<file path="src/rtl/gb_lcd_pixel_tx.sv">
// DMG LCD pixel-stream transmitter: 2bpp row serialiser plus line/frame timing.
// Optional test-pattern source is enabled by defining GB_LCD_TX_TESTPAT_EN.
module gb_lcd_pixel_tx #(
  parameter int DOTS_PER_LINE   = 456,
  parameter int LINES_PER_FRAME = 154,
  parameter int VISIBLE_LINES   = 144,
  parameter int OAM_DOTS        = 80,
  parameter int LINE_PIXELS     = 160
) (
  input  logic       GameBoy_clk,
  input  logic       GameBoy_reset_n,
  input  logic       lcd_en,
  input  logic [7:0] row_lo,
  input  logic [7:0] row_hi,
  input  logic       row_valid,
  output logic       row_ready,
  output logic [1:0] LD,
  output logic       PX_VALID,
  output logic [7:0] LY,
  output logic [1:0] mode,
  output logic       vblank_irq,
  output logic       underrun,
  input  logic       underrun_clr
`ifdef GB_LCD_TX_TESTPAT_EN
  ,
  input  logic       test_pat_en
`endif
);

  localparam int DW = $clog2(DOTS_PER_LINE);
  localparam int CW = $clog2(LINE_PIXELS + 1);
  localparam int RW = DW + 2;

  typedef enum logic [1:0] {
    M_HBLANK = 2'd0,
    M_VBLANK = 2'd1,
    M_OAM    = 2'd2,
    M_XFER   = 2'd3
  } mode_e;

  mode_e         mode_q, mode_d;
  logic          run_q, run_d;
  logic [DW-1:0] dot_q, dot_d;
  logic [7:0]    ly_q, ly_d;
  logic [CW-1:0] pcnt_q, pcnt_d;
  logic [7:0]    sh_lo_q, sh_lo_d;
  logic [7:0]    sh_hi_q, sh_hi_d;
  logic [3:0]    sh_cnt_q, sh_cnt_d;
  logic [7:0]    hd_lo_q, hd_lo_d;
  logic [7:0]    hd_hi_q, hd_hi_d;
  logic          hd_full_q, hd_full_d;
  logic [1:0]    ld_q, ld_d;
  logic          pxv_q, pxv_d;
  logic          irq_q, irq_d;
  logic          unr_q, unr_d;
  logic          rdy_q, rdy_d;

  logic          tp, wrap, vis, xfer, force_px;
  logic          shift, zero_px, keep, accept;
  logic [RW-1:0] rem_dots, rem_px;

`ifdef GB_LCD_TX_TESTPAT_EN
  assign tp = test_pat_en;
`else
  assign tp = 1'b0;
`endif

  always_comb begin
    run_d     = run_q;
    dot_d     = dot_q;
    ly_d      = ly_q;
    pcnt_d    = pcnt_q;
    sh_lo_d   = sh_lo_q;
    sh_hi_d   = sh_hi_q;
    sh_cnt_d  = sh_cnt_q;
    hd_lo_d   = hd_lo_q;
    hd_hi_d   = hd_hi_q;
    hd_full_d = hd_full_q;
    ld_d      = 2'd0;
    pxv_d     = 1'b0;
    unr_d     = unr_q;
    wrap      = 1'b0;
    shift     = 1'b0;
    zero_px   = 1'b0;

    if (!lcd_en) begin
      run_d = 1'b0;
      dot_d = '0;
      ly_d  = 8'd0;
    end else if (!run_q) begin
      run_d = 1'b1;
      dot_d = '0;
      ly_d  = 8'd0;
    end else if (dot_q == DW'(DOTS_PER_LINE - 1)) begin
      dot_d = '0;
      wrap  = 1'b1;
      if (ly_q == 8'(LINES_PER_FRAME - 1)) ly_d = 8'd0;
      else ly_d = ly_q + 8'd1;
    end else begin
      dot_d = dot_q + DW'(1);
    end

    vis  = ly_d < 8'(VISIBLE_LINES);
    xfer = run_d && vis && (dot_d >= DW'(OAM_DOTS)) &&
           (pcnt_q < CW'(LINE_PIXELS));

    // force once remaining dots no longer exceed remaining pixels
    rem_dots = RW'(DOTS_PER_LINE) - RW'(dot_d);
    rem_px   = RW'(LINE_PIXELS) - RW'(pcnt_q);
    force_px = xfer && (rem_dots <= rem_px);

    if (!run_d) mode_d = M_HBLANK;
    else if (!vis) mode_d = M_VBLANK;
    else if (xfer) mode_d = M_XFER;
    else if (dot_d < DW'(OAM_DOTS)) mode_d = M_OAM;
    else mode_d = M_HBLANK;

    if (xfer) begin
      if (tp) begin
        pxv_d  = 1'b1;
        ld_d   = pcnt_q[4:3] ^ ly_d[4:3];
        pcnt_d = pcnt_q + CW'(1);
      end else if (sh_cnt_q != 4'd0) begin
        pxv_d  = 1'b1;
        ld_d   = {sh_hi_q[7], sh_lo_q[7]};
        shift  = 1'b1;
        pcnt_d = pcnt_q + CW'(1);
      end else if (force_px) begin
        pxv_d   = 1'b1;
        zero_px = 1'b1;
        pcnt_d  = pcnt_q + CW'(1);
      end
    end

    if (shift) begin
      sh_lo_d  = {sh_lo_q[6:0], 1'b0};
      sh_hi_d  = {sh_hi_q[6:0], 1'b0};
      sh_cnt_d = sh_cnt_q - 4'd1;
    end

    if (hd_full_q && (sh_cnt_q == 4'd0 ||
        (shift && sh_cnt_q == 4'd1))) begin
      sh_lo_d   = hd_lo_q;
      sh_hi_d   = hd_hi_q;
      sh_cnt_d  = 4'd8;
      hd_full_d = 1'b0;
    end

    keep = (mode_d == M_OAM) || (mode_d == M_XFER);

    // HBlank, VBlank, disable and every line start drop buffered pixels
    if (!keep || dot_d == '0 || tp) begin
      sh_lo_d   = 8'd0;
      sh_hi_d   = 8'd0;
      sh_cnt_d  = 4'd0;
      hd_lo_d   = 8'd0;
      hd_hi_d   = 8'd0;
      hd_full_d = 1'b0;
    end

    if (!run_d || dot_d == '0) pcnt_d = '0;

    accept = row_valid && rdy_q && !tp;
    if (accept && keep) begin
      hd_lo_d   = row_lo;
      hd_hi_d   = row_hi;
      hd_full_d = 1'b1;
    end

    rdy_d = !hd_full_d && keep && lcd_en && !tp;
    irq_d = wrap && (ly_d == 8'(VISIBLE_LINES));

    if (underrun_clr) unr_d = 1'b0;
    if (zero_px) unr_d = 1'b1;
  end

  always_ff @(posedge GameBoy_clk or negedge GameBoy_reset_n) begin
    if (!GameBoy_reset_n) begin
      run_q     <= 1'b0;
      dot_q     <= '0;
      ly_q      <= 8'd0;
      mode_q    <= M_HBLANK;
      pcnt_q    <= '0;
      sh_lo_q   <= 8'd0;
      sh_hi_q   <= 8'd0;
      sh_cnt_q  <= 4'd0;
      hd_lo_q   <= 8'd0;
      hd_hi_q   <= 8'd0;
      hd_full_q <= 1'b0;
      ld_q      <= 2'd0;
      pxv_q     <= 1'b0;
      irq_q     <= 1'b0;
      unr_q     <= 1'b0;
      rdy_q     <= 1'b0;
    end else begin
      run_q     <= run_d;
      dot_q     <= dot_d;
      ly_q      <= ly_d;
      mode_q    <= mode_d;
      pcnt_q    <= pcnt_d;
      sh_lo_q   <= sh_lo_d;
      sh_hi_q   <= sh_hi_d;
      sh_cnt_q  <= sh_cnt_d;
      hd_lo_q   <= hd_lo_d;
      hd_hi_q   <= hd_hi_d;
      hd_full_q <= hd_full_d;
      ld_q      <= ld_d;
      pxv_q     <= pxv_d;
      irq_q     <= irq_d;
      unr_q     <= unr_d;
      rdy_q     <= rdy_d;
    end
  end

  assign row_ready  = rdy_q;
  assign LD         = ld_q;
  assign PX_VALID   = pxv_q;
  assign LY         = ly_q;
  assign mode       = mode_q;
  assign vblank_irq = irq_q;
  assign underrun   = unr_q;

endmodule

</file>
<file path="config.mk">
export PLATFORM = sky130hd
export DESIGN_NAME = gb_lcd_pixel_tx
export DESIGN_NICKNAME = d
export VERILOG_FILES = /design/src/rtl/gb_lcd_pixel_tx.sv
export SDC_FILE = /design/constraint.sdc
export NUM_CORES = 1
export LEC_CHECK = 0
export ABC_AREA = 1
export CORE_UTILIZATION = 45
export CTS_BUF_LIST = sky130_fd_sc_hd__clkbuf_2 sky130_fd_sc_hd__clkbuf_4 sky130_fd_sc_hd__clkbuf_8
export DETAILED_ROUTE_END_ITERATION = 16
export PLACE_DENSITY_LB_ADDON = 0.05
export RECOVER_POWER = 25
export SLEW_MARGIN = 20
export SYNTH_ARGS = -nofsm -noshare
export SYNTH_HDL_FRONTEND = slang
export SYNTH_SLANG_ARGS = --single-unit
</file>
<file path="constraint.sdc">
create_clock -name GameBoy_clk -period 6.7 [get_ports GameBoy_clk]
set_input_delay 1.34 -clock GameBoy_clk [delete_from_list [all_inputs] [get_ports GameBoy_clk]]
set_output_delay 1.34 -clock GameBoy_clk [all_outputs]
set_load 0.005 [all_outputs]
</file>
==> impl_summary.txt, run 1 <==
----------------------------------------------------
[Job]
  Max-cap viol count ... 1

[Clock tree]
  # hold bufs at CTS ... 0
  CTS clock-pin slew for the worst setup and hold paths ... 0.08 ns
  Clock insertion delay at the later pin of the skew report ... 0.35 ns
  H-tree depth ... 3
  Num Clock Sinks ... 71
  Total clock buffers created by CTS ... 9
  Clk root buf ... sky130_fd_sc_hd__clkbuf_8
  CTS tree ... done
  Setup fix buffers added after clock tree synthesis ... 0
  Clock buffer depth ... 2
  Number of resized instances in the post-cts repair step ... 0

[Synthesis]
  Sequential cell area fraction in the yosys report ... 0.414
  Cell type with the highest aggregate area in the netlist ... sky130_fd_sc_hd__dfrtp_1
  Synth unique cells ... 42
  Netlist Area Pre-Place ... 0.00429 sq mm
  Flop and latch count out of synthesis ... 71
  Main area contributors after synthesis ... sky130_fd_sc_hd__dfrtp_1, sky130_fd_sc_hd__nand2_1, sky130_fd_sc_hd__nand3_1
  Avg Cell Area, Syn ... 7.87 sq um
  Number of warnings issued by yosys ... 0
  Post-synth EDFFs ... 0
  Number of nets in the synthesized netlist ... 585
  Primary flip-flop cell chosen by synthesis mapping ... sky130_fd_sc_hd__dfrtp_1
  Async set or reset register ratio after synthesis ... 1.00
  Area share of the largest cell type after synthesis ... 0.414
  Number of instances in the synthesized netlist ... 545

[STA]
  Final WS setup ... 1.99 ns
  Final Hold Fails ... 0
  Max-slew headroom ... -1.53
  Final setup fails ... 0
  Setup repair after global routing missed its margin ... no
  Final period demand of the worst path ... 4.71 ns
  Slew Limit Fails ... 72
  Worst hold slack ... 0.483 ns
  Max Clock Skew ... 0.00833 ns
  Final cycle utilization of the critical path ... 0.703
  Tightest Pin Transition ... 3.80 ns
  Final total negative setup slack ... 0 ns
  Fmax ... 212 MHz

[Min path]
  Startpoint of the worst hold path ... sh_lo_q[7]
  Number of cells traversed by the worst hold path ... 2
  Worst hold path type ... reg2reg

[Critical path]
  Number of buffers and inverters on the critical path ... 4
  Crit path arrival time ... 4.94 ns
  Worst setup path startpoint ... lcd_en
  Critical path start-end classification ... in2reg
  Delay of the slowest critical-path stage ... 0.59 ns
  Element type at the critical path start ... primary input
  Top cell by count, worst path ... sky130_fd_sc_hd__nand2_1
  Stages on worst setup path ... 23
  Worst path cell trace ... dlygate4sd3_1 -> nand2_1 -> inv_1 -> nand2_4 -> nor2_1 -> inv_1 -> ha_1 -> nand2_1 -> nand2_1 -> nand2_1 -> nand3_1 -> xnor2_1 -> inv_1 -> ha_1 -> a21o_1 -> a21oi_1 -> nand3_1 -> o41ai_1 -> nand4_1 -> nand2_1 -> nor2_1 -> nand2_1 -> o21ai_0
  Startpoint of the worst register-to-register path ... dot_q[0]
  Kind of cell adding the most delay to the critical path ... simple AND/OR/NAND/NOR gates
  Data required time at the worst endpoint ... 6.93 ns
  Max stage delay cell, worst path ... sky130_fd_sc_hd__dlygate4sd3_1
  Depth of the worst register-to-register path ... 24
  Type of destination of the critical path ... flip-flop
  Critical Path Fanout Max ... 13

[Global route]
  Vias in the first global route ... 3,371
  Largest net degree at the start of global routing ... 72
  Wire length of the first global-routing pass ... 15.5 mm
  Number of antenna violations at the first check in global routing ... 0
  Leftover overflow at the end of global routing ... 0
  Total global routing track utilization ... 0.197

[Outcome]
  Result of the run ... finished, violations left
  Violations in the final reports ... capacitance limit, slew limit

[Cells and area]
  Layout Area Growth over Synthesis ... 13.6%
  Filler Cell Count ... 901
  Share of final-layout standard cells stronger than drive strength 1 ... 0.112
  Highest-count cells in the layout ignoring fill and taps ... sky130_fd_sc_hd__nand2_1, sky130_fd_sc_hd__dfrtp_1, sky130_fd_sc_hd__inv_1, sky130_fd_sc_hd__nand3_1, sky130_fd_sc_hd__clkdlybuf4s50_1
  Inserted Diodes ... 0
  Most common cell after layout, fill and taps aside ... sky130_fd_sc_hd__nand2_1
  Total number of nets in the final design ... 617

[Routing]
  # DRC ... 0
  Number of nets with antenna violations after detailed routing ... 0
  Via count ... 3,462
  Number of iterations in the first detailed-routing pass ... 5
  Drt first-iter violations ... 134
  Wire per inst ... 12.2 um
  Via count normalized by instance count ... 4.87
  Final WL ... 8.64 mm

[Placement]
  Final weighted congestion in routability-driven placement ... 0.845
  Buffers on Ports ... 36
  DP Worst Slack ... 1.71 ns
  Detailed placement HPWL ... 6.38 mm

[Floorplan]
  Floorplan die area ... 0.00993 sq mm
  Total I/O pin count ... 37
  Die X-Extent ... 99.7 um
  Initial cell density of the core ... 0.464
  Standard-cell rows ... 35
  Height of the chip ... 99.7 um
  Area of the placeable core ... 0.00924 sq mm

[Power]
  Standby leakage power ... 2.49 nW
  Power per Cell Area ... 165 mW/mm^2
  Worst vdd ir ... 0.0829 mV

----------------------------------------------------
## final cells by class
type | count | area [sq um] | area share
Clock inverter | 7 | 48.8 | 0.0100
Multi-Input combinational cell | 378 | 2100 | 0.431
Sequential cell | 71 | 1780 | 0.364
Inverter | 81 | 308 | 0.0631
Timing Repair Buffer | 36 | 354 | 0.0726
Clock buffer | 9 | 124 | 0.0254
Tap cell | 129 | 161 | 0.0331
## synthesized netlist by cell type (2+ instances only)
| cell | number |
|---|---|
| sky130_fd_sc_hd__xor2_1 | 10 |
| sky130_fd_sc_hd__nor3_1 | 9 |
| sky130_fd_sc_hd__o21ai_0 | 9 |
| sky130_fd_sc_hd__nor2_1 | 31 |
| sky130_fd_sc_hd__nand3_1 | 59 |
| sky130_fd_sc_hd__ha_1 | 19 |
| sky130_fd_sc_hd__buf_6 | 3 |
| sky130_fd_sc_hd__inv_2 | 11 |
| sky130_fd_sc_hd__a21oi_1 | 16 |
| sky130_fd_sc_hd__clkbuf_2 | 2 |
| sky130_fd_sc_hd__o21ai_1 | 17 |
| sky130_fd_sc_hd__nand2_4 | 7 |
| sky130_fd_sc_hd__nand3_2 | 6 |
| sky130_fd_sc_hd__nand4_1 | 11 |
| sky130_fd_sc_hd__nand2_1 | 150 |
| sky130_fd_sc_hd__nor2_4 | 5 |
| sky130_fd_sc_hd__buf_4 | 5 |
| sky130_fd_sc_hd__xnor2_1 | 2 |
| sky130_fd_sc_hd__nand2_2 | 7 |
| sky130_fd_sc_hd__nor3_2 | 2 |
| sky130_fd_sc_hd__buf_2 | 3 |
| sky130_fd_sc_hd__inv_1 | 68 |
| sky130_fd_sc_hd__nor2_2 | 2 |
| sky130_fd_sc_hd__dfrtp_1 | 71 |
| sky130_fd_sc_hd__nor2_8 | 3 |
## routing by layer
layer | share of wire | wire length [um] | vias up | GRT usage
li1 | - | - | 1805 | -
met1 | 0.46 | 3990 | 1592 | 0.246
met2 | 0.50 | 4280 | 56 | 0.346
met3 | 0.032 | 273 | 9 | 0.0387
met4 | 0.011 | 96 | 0 | 0.0600
met5 | 0 | 0 | - | 0
## worst register-to-register path: stages (launching register included)
cell and delay [ns]:
sky130_fd_sc_hd__dfrtp_1 0.44, sky130_fd_sc_hd__ha_1 0.25, sky130_fd_sc_hd__nand2_2 0.14, sky130_fd_sc_hd__nor2_4 0.07
sky130_fd_sc_hd__nand2_4 0.11, sky130_fd_sc_hd__nand2_4 0.09, sky130_fd_sc_hd__nor2_1 0.13, sky130_fd_sc_hd__inv_1 0.10
sky130_fd_sc_hd__ha_1 0.21, sky130_fd_sc_hd__nand2_1 0.09, sky130_fd_sc_hd__nand2_1 0.08, sky130_fd_sc_hd__nand2_1 0.10
sky130_fd_sc_hd__nand3_1 0.10, sky130_fd_sc_hd__xnor2_1 0.16, sky130_fd_sc_hd__inv_1 0.06, sky130_fd_sc_hd__ha_1 0.32
sky130_fd_sc_hd__a21o_1 0.20, sky130_fd_sc_hd__a21oi_1 0.13, sky130_fd_sc_hd__nand3_1 0.09, sky130_fd_sc_hd__o41ai_1 0.07
sky130_fd_sc_hd__nand4_1 0.16, sky130_fd_sc_hd__nand2_1 0.35, sky130_fd_sc_hd__nor2_1 0.15, sky130_fd_sc_hd__nand2_1 0.08
sky130_fd_sc_hd__o21ai_0 0.07
## where the power goes
part           switching, mW  internal (mW)  total [mW]
sequential           0.00429          0.433       0.437
combinational         0.0366         0.0216      0.0581
clock                  0.174          0.135       0.309
## metrics by stage
stage          total power [mW]  cell area, sq um  utilization  cells
5_1_grt                   0.843              4880        0.528    711
6_report                  0.804              4880        0.528    711
4_1_cts                   0.820              4880        0.528    711
3_5_place_dp              0.506              4710        0.509    695
2_1_floorplan             0.478              4290            -    545
3_3_place_gp              0.506              4710        0.509    695
## state kept, by name, summed over array words and instances (netlist names)
name / count
LD: 2
LY: 8
PX_VALID: 1
dot_q: 9
hd_full_q: 1
hd_hi_q: 8
hd_lo_q: 8
mode: 2
pcnt_q: 8
row_ready: 1
run_q: 1
sh_cnt_q: 4
sh_hi_q: 8
sh_lo_q: 8
underrun: 1
vblank_irq: 1
## cell families after synthesis
logic type	count (synthesis)	synth area share
and+or+nand+nor	297	0.343
buffers and inverters	96	0.0959
DFF	71	0.414
AOI/OAI and AO/OA	50	0.0668
adders and majority gates	19	0.0554
xor gates and xnor gates	12	0.0245
## final timing paths
path,end,slack [ns]
max,pcnt_q[4],1.99
min,sh_lo_q[7],0.48
max reg2reg,pcnt_q[4],2.84
min reg2reg,sh_lo_q[7],0.48
max in group asynchronous,sh_cnt_q[0],2.25
min in group asynchronous,dot_q[4],2.29
No activity file was read; power rests on OpenSTA's default activity.
==> run 2, diff against run 1 <==
- clock period: 6.7 -> 3.89 ns (I/O delays scaled with it)
==> impl_summary.txt, run 2 (same netlist as run 1, synthesis figures left out) <==
----------------------------------------------------
[Routing]
  Number of nets with antenna violations after detailed routing ... 0 (unchanged)
  Amount of wire on met2 after detailed routing ... 4.25 mm (was 4.28 mm)
  Via count ... 3,491 (was 3,462)
  Met1 wire length ... 4.18 mm (was 3.99 mm)
  Final WL ... 8.80 mm (was 8.64 mm)
  Topmost layer with routed signal wires ... met4 (unchanged)
  Via count normalized by instance count ... 4.78 (was 4.87)
  Wire per inst ... 12.1 um (was 12.2 um)
  Met3 routed WL ... 235 um (was 273 um)
  # DRC ... 0 (unchanged)
  Number of iterations in the first detailed-routing pass ... 4 (was 5)
  Drt first-iter violations ... 135 (was 134)

[STA]
  Final WS setup ... 0.298 ns (was 1.99 ns)
  Max-slew headroom ... -0.160 (was -1.53)
  Max Clock Skew ... 0.0117 ns (was 0.00833 ns)
  Final total negative setup slack ... 0 ns (unchanged)
  Slew Limit Fails ... 72 (unchanged)
  Final setup fails ... 0 (unchanged)
  Final period demand of the worst path ... 3.59 ns
  Tightest Pin Transition ... 1.74 ns (was 3.80 ns)
  Final Hold Fails ... 0 (unchanged)
  Final cycle utilization of the critical path ... 0.923
  Fmax ... 278 MHz

[Power]
  Proportion of total power due to net switching ... 0.213 (was 0.267)
  Power per Cell Area ... 323 mW/mm^2 (was 165 mW/mm^2)
  Internal Power ... 1.31 mW (was 0.589 mW)
  Switching power summed over all nets ... 0.354 mW (was 0.215 mW)
  Standby leakage power ... 2.63 nW (was 2.49 nW)
  Worst vdd ir ... 0.174 mV (was 0.0829 mV)
  Final Total Pwr ... 1.66 mW (was 0.804 mW)
  Share of power burned in the clock network ... 0.482 (was 0.384)
  Part of the power in combinational logic ... 0.064 (was 0.072)
  Sequential cell fraction of total power ... 0.454 (was 0.544)

[Critical path]
  Max stage delay cell, worst path ... sky130_fd_sc_hd__clkdlybuf4s50_1 (was sky130_fd_sc_hd__dlygate4sd3_1)
  Reg2reg setup slack ... 0.40 ns (was 2.84 ns)
  Crit path arrival time ... 3.82 ns (was 4.94 ns)
  Worst path cell trace ... clkdlybuf4s50_1 -> nand2_1 -> buf_4 -> nor2_1 -> inv_1 -> ha_1 -> nand2_1 -> nand2_1 -> nand2_1 -> nand3_1 -> xnor2_1 -> inv_1 -> ha_1 -> a21o_1 -> a21oi_1 -> nand3_1 -> o41ai_1 -> nand4_1 -> nand2_1 -> buf_12 -> nor2_2 -> nand2_1 -> o21ai_0 (was dlygate4sd3_1 -> nand2_1 -> inv_1 -> nand2_4 -> nor2_1 -> inv_1 -> ha_1 -> nand2_1 -> nand2_1 -> nand2_1 -> nand3_1 -> xnor2_1 -> inv_1 -> ha_1 -> a21o_1 -> a21oi_1 -> nand3_1 -> o41ai_1 -> nand4_1 -> nand2_1 -> nor2_1 -> nand2_1 -> o21ai_0)
  Top cell by count, worst path ... sky130_fd_sc_hd__nand2_1 (unchanged)
  Element type at the critical path start ... primary input (unchanged)
  Critical Path Fanout Max ... 13 (unchanged)
  Type of destination of the critical path ... flip-flop (unchanged)
  Delay of the slowest critical-path stage ... 0.48 ns (was 0.59 ns)
  Startpoint of the worst register-to-register path ... dot_q[0] (unchanged)
  Critical path start-end classification ... in2reg (unchanged)
  Worst setup path startpoint ... lcd_en (unchanged)
  Data required time at the worst endpoint ... 4.12 ns (was 6.93 ns)

[Outcome]
  Result of the run ... finished, violations left (unchanged)
  Violations in the final reports ... capacitance limit, slew limit (unchanged)

[Floorplan]
  Area of the placeable core ... 0.00924 sq mm (unchanged)
  Die X-Extent ... 99.7 um (unchanged)
  Initial cell density of the core ... 0.464 (unchanged)
  Floorplan die area ... 0.00993 sq mm (unchanged)
  Height of the chip ... 99.7 um (unchanged)
  Total I/O pin count ... 37 (unchanged)
  Standard-cell rows ... 35 (unchanged)

[Cells and area]
  Inserted Diodes ... 0 (unchanged)
  Most common cell after layout, fill and taps aside ... sky130_fd_sc_hd__nand2_1 (unchanged)
  Final instance count without filler cells ... 730 (was 711)
  Layout Area Growth over Synthesis ... 19.7% (was 13.6%)
  Most flop-heavy register ... dot_q (unchanged)
  Multi-input combinational cell area ... 0.00211 sq mm (was 0.00210 sq mm)
  Area used by sequential logic in the layout ... 0.00178 sq mm (unchanged)
  Total number of nets in the final design ... 636 (was 617)
  Highest-count cells in the layout ignoring fill and taps ... sky130_fd_sc_hd__nand2_1, sky130_fd_sc_hd__dfrtp_1, sky130_fd_sc_hd__inv_1, sky130_fd_sc_hd__nand3_1, sky130_fd_sc_hd__clkdlybuf4s50_1 (unchanged)
  Filler Cell Count ... 888 (was 901)
  Share of final-layout standard cells stronger than drive strength 1 ... 0.143 (was 0.112)
  Largest register FFs ... 9 (unchanged)

[Placement]
  Buffers on Ports ... 36 (unchanged)
  Cell total after placement ... 714 (was 695)
  Detailed placement HPWL ... 6.61 mm (was 6.38 mm)
  DP Worst Slack ... -0.0974 ns (was 1.71 ns)
  Final weighted congestion in routability-driven placement ... 0.844 (was 0.845)

[Clock tree]
  Clk root buf ... sky130_fd_sc_hd__clkbuf_8 (unchanged)
  Setup fix buffers added after clock tree synthesis ... 0 (unchanged)
  CTS tree ... done (unchanged)
  Num Clock Sinks ... 71 (unchanged)
  Total clock buffers created by CTS ... 9 (unchanged)
  Clock insertion delay at the later pin of the skew report ... 0.35 ns (about the same)
  H-tree depth ... 3 (unchanged)
  CTS clock-pin slew for the worst setup and hold paths ... 0.08 ns (about the same)
  Clock buffer depth ... 2 (unchanged)

[Min path]
  Worst hold path type ... reg2reg (unchanged)
  Startpoint of the worst hold path ... sh_hi_q[6] (was sh_lo_q[7])

[Global route]
  Wire length of the first global-routing pass ... 15.4 mm (was 15.5 mm)
  Total global routing track utilization ... 0.197 (about the same)
  Leftover overflow at the end of global routing ... 0 (unchanged)
  Number of antenna violations at the first check in global routing ... 0 (unchanged)
  Largest net degree at the start of global routing ... 72 (unchanged)
  Vias in the first global route ... 3,442 (was 3,371)

[Job]
  Max-cap viol count ... 1 (unchanged)

----------------------------------------------------
[run 2: power by group through the flow]
stage	logic, mW	registers, mW	clock network, mW
CTS	0.111	0.753	0.818
global placement	0.110	0.768	0
global route	0.122	0.755	0.850
detailed placement	0.111	0.768	0
finish	0.107	0.753	0.799
floorplan	0.0586	0.765	0
[run 2: path summary, 6_finish.rpt]
path / to / cells past startpoint
max: pcnt_q[4] / 23
min: sh_hi_q[6] / 2
max reg2reg: pcnt_q[4] / 25
min reg2reg: sh_hi_q[6] / 2
max in group asynchronous: sh_lo_q[4] / 1
min in group asynchronous: dot_q[4] / 1
[run 2: worst max-delay path: cells and delay by family]
kind / cells / cell delay, ns
AND/OR/NAND/NOR: 11 / 1.00
buffers and inverters: 5 / 0.90
XOR/XNOR: 1 / 0.14
adder cells (fa/ha/maj): 2 / 0.52
AO/OA/AOI/OAI: 4 / 0.48
[run 2: cell type report]
class / count / share of cell area
Clock buffer: 11 / 0.0283
Clock inverter: 5 / 0.0251
Inverter: 81 / 0.0599
Multi-Input combinational cell: 378 / 0.411
Sequential cell: 71 / 0.346
Tap cell: 129 / 0.0314
Timing Repair Buffer: 55 / 0.0987
[run 2: repair_timing]
item,4_1_cts,5_1_grt
hold buffers,0,0
endpoints found under the hold margin,0,0
resized for setup,0,2
endpoints found under the setup margin,0,2
[run 2: layer usage]
| layer | up-vias | track usage |
|---|---|---|
| li1 | 1840 | - |
| met1 | 1581 | 0.244 |
| met2 | 56 | 0.342 |
| met3 | 14 | 0.0302 |
| met4 | 0 | 0.0848 |
| met5 | - | 0 |
[run 2: through the flow]
stage / hold WS [ns] / instance area [sq um] / utilization
floorplan: 0.449 / 4290 / -
global placement: 0.464 / 4860 / 0.526
detailed placement: 0.465 / 4860 / 0.526
CTS: 0.485 / 5140 / 0.556
global route: 0.507 / 5140 / 0.556
finish: 0.481 / 5140 / 0.556
==> RTL edit (config.mk and constraints of run 2) <==
`LINE_PIXELS`: 160 -> 80.
--- a/src/rtl/gb_lcd_pixel_tx.sv
+++ b/src/rtl/gb_lcd_pixel_tx.sv
@@ -7,3 +7,3 @@
   parameter int OAM_DOTS        = 80,
-  parameter int LINE_PIXELS     = 160
+  parameter int LINE_PIXELS     = 80
 ) (
Behaviour: no difference found for any inputs over 10 cycles, from zero or initial values and one cycle with GameBoy_reset_n low; that may be too few to reach the edited logic, so the function may still have changed.
==> RTL edit against run 2 <==
  * The run still ends with capacitance limit, slew limit left
  * First-iteration DRC count down 18%
  * Area after synthesis down 2.3%
  * Worst setup slack better by 0.057 ns
  * Wire length up 3.2%
  * Sequential cell count down 1
  * Largest power group is now registers
  * Combinational power down 4%
  * Cell area down 5.4%
  * Power down 11%
==> RTL edit: results (changes against run 2) <==
GRT
The overall routing resource usage was 20.9% (+1.2 points). The met3 global-route usage came to 3.12% (+0.099 points).

Detailed routing
The wire length on met1 is 4.60 mm (+10%). The detailed-routed wire length on met3 is 262 um (+11%). The wire length on met2 is 4.18 mm (-1.5%). The sum of routed wire length over all layers is 9.09 mm (+3.2%).

Final layout
The sequential cell area in the final layout is 1750 um^2 (-1.4%). The area occupied by multi-input gates came to 2130 um^2 (+1.2%). The final cell utilization of the core is 54.6% (-0.96 points).

The buffer count excluding the clock tree in the final layout came to 44 (-20%). The count of non-CTS inverters in the layout is 56 (-31%). The total number of multi-input combinational cells is 394 (+4.2%). The share of final-layout standard cells stronger than drive strength 1 is 10.9% (-3.4 points).

The fill cell instance count of the final layout is 854 (-3.8%). The non-clock buffer contribution to total cell area is 8.55% (-1.3 points).

Place
The post-detailed-placement cell area is 4650 um^2 (-4.4%). The detailed placer's ending HPWL is 6.63 mm (+0.32%).

Die
The die area is 9710 um^2 (-2.3%).

Status
The final reports fail on capacitance limit, slew limit. The flow ran to the end, but the final reports show violations.

Pwr
The maximum vdd drop is 180 uV (+3.1%). The cell-internal power is 1.13 mW (-13%). The sequential power is 743 uW (-1%).

The relative contribution of the clock network to total power is 43.0% (-5.2 points). The cell leakage power is 2.51 nW (-4.4%).

Worst setup path
The maximum net fanout on the critical path is 6 (-7). The data arrival time of the critical path came to 3.77 ns (-0.05 ns). The reg-to-reg setup timing slack is 0.56 ns (+0.16 ns). The longest individual stage delay on the worst path was 0.52 ns (+0.04 ns).

Synthesis
Ranked by total cell area, the synthesized netlist is headed by sky130_fd_sc_hd__dfrtp_1 (42%), sky130_fd_sc_hd__nand2_1 (14%), sky130_fd_sc_hd__nand3_1 (11%). The net count of the mapped netlist came to 576 (-1.5%).

Run
The max-cap check violation count is 1 (unchanged).

STA
The number of max-slew violations in the final report came to 71 (-1.4%).
-- RTL edit: cell count changes in the layout (fill, tap and decap cells not counted), moves of 3 or more --
cell | run 2 | this run
sky130_fd_sc_hd__nand2_1 | 150 | 159
sky130_fd_sc_hd__buf_4 | 17 | 8
sky130_fd_sc_hd__nor2_1 | 30 | 25
sky130_fd_sc_hd__nand2_4 | 7 | 4
sky130_fd_sc_hd__xor2_1 | 10 | 16
sky130_fd_sc_hd__nand3_2 | 6 | 3
sky130_fd_sc_hd__o21ai_1 | 17 | 1
sky130_fd_sc_hd__nand4_1 | 11 | 7
sky130_fd_sc_hd__nand3_1 | 59 | 94
sky130_fd_sc_hd__inv_1 | 68 | 44
-- RTL edit: kinds of logic after synthesis --
family / Yosys count / synth area share [%]
DFF: 70 / 41.8
buffers and inverters: 72 / 7.37
xor gates and xnor gates: 18 / 3.76
adders and majority gates: 19 / 5.67
AOI/OAI and AO/OA: 34 / 5.07
and+or+nand+nor: 323 / 36.3
-- RTL edit: final timing paths --
path / cells past startpoint / end / start
setup / recovery: 21 / pcnt_q[4] / lcd_en
hold / removal: 1 / dot_q[0] / dot_q[0]
setup reg to reg: 23 / pcnt_q[4] / dot_q[0]
hold reg to reg: 1 / dot_q[0] / dot_q[0]
max in group asynchronous: 1 / sh_cnt_q[2] / GameBoy_reset_n
min in group asynchronous: 1 / pcnt_q[2] / GameBoy_reset_n
-- RTL edit: through the flow --
step	power, mW	cells	setup WS [ns]	TNS, ns
2_1_floorplan	0.810	536	0.659	0
3_5_place_dp	0.862	672	-0.0358	-0.154
6_report	1.49	687	0.356	0
3_3_place_gp	0.861	672	0.0526	0
4_1_cts	1.51	687	0.334	0
5_1_grt	1.55	687	0.00650	0
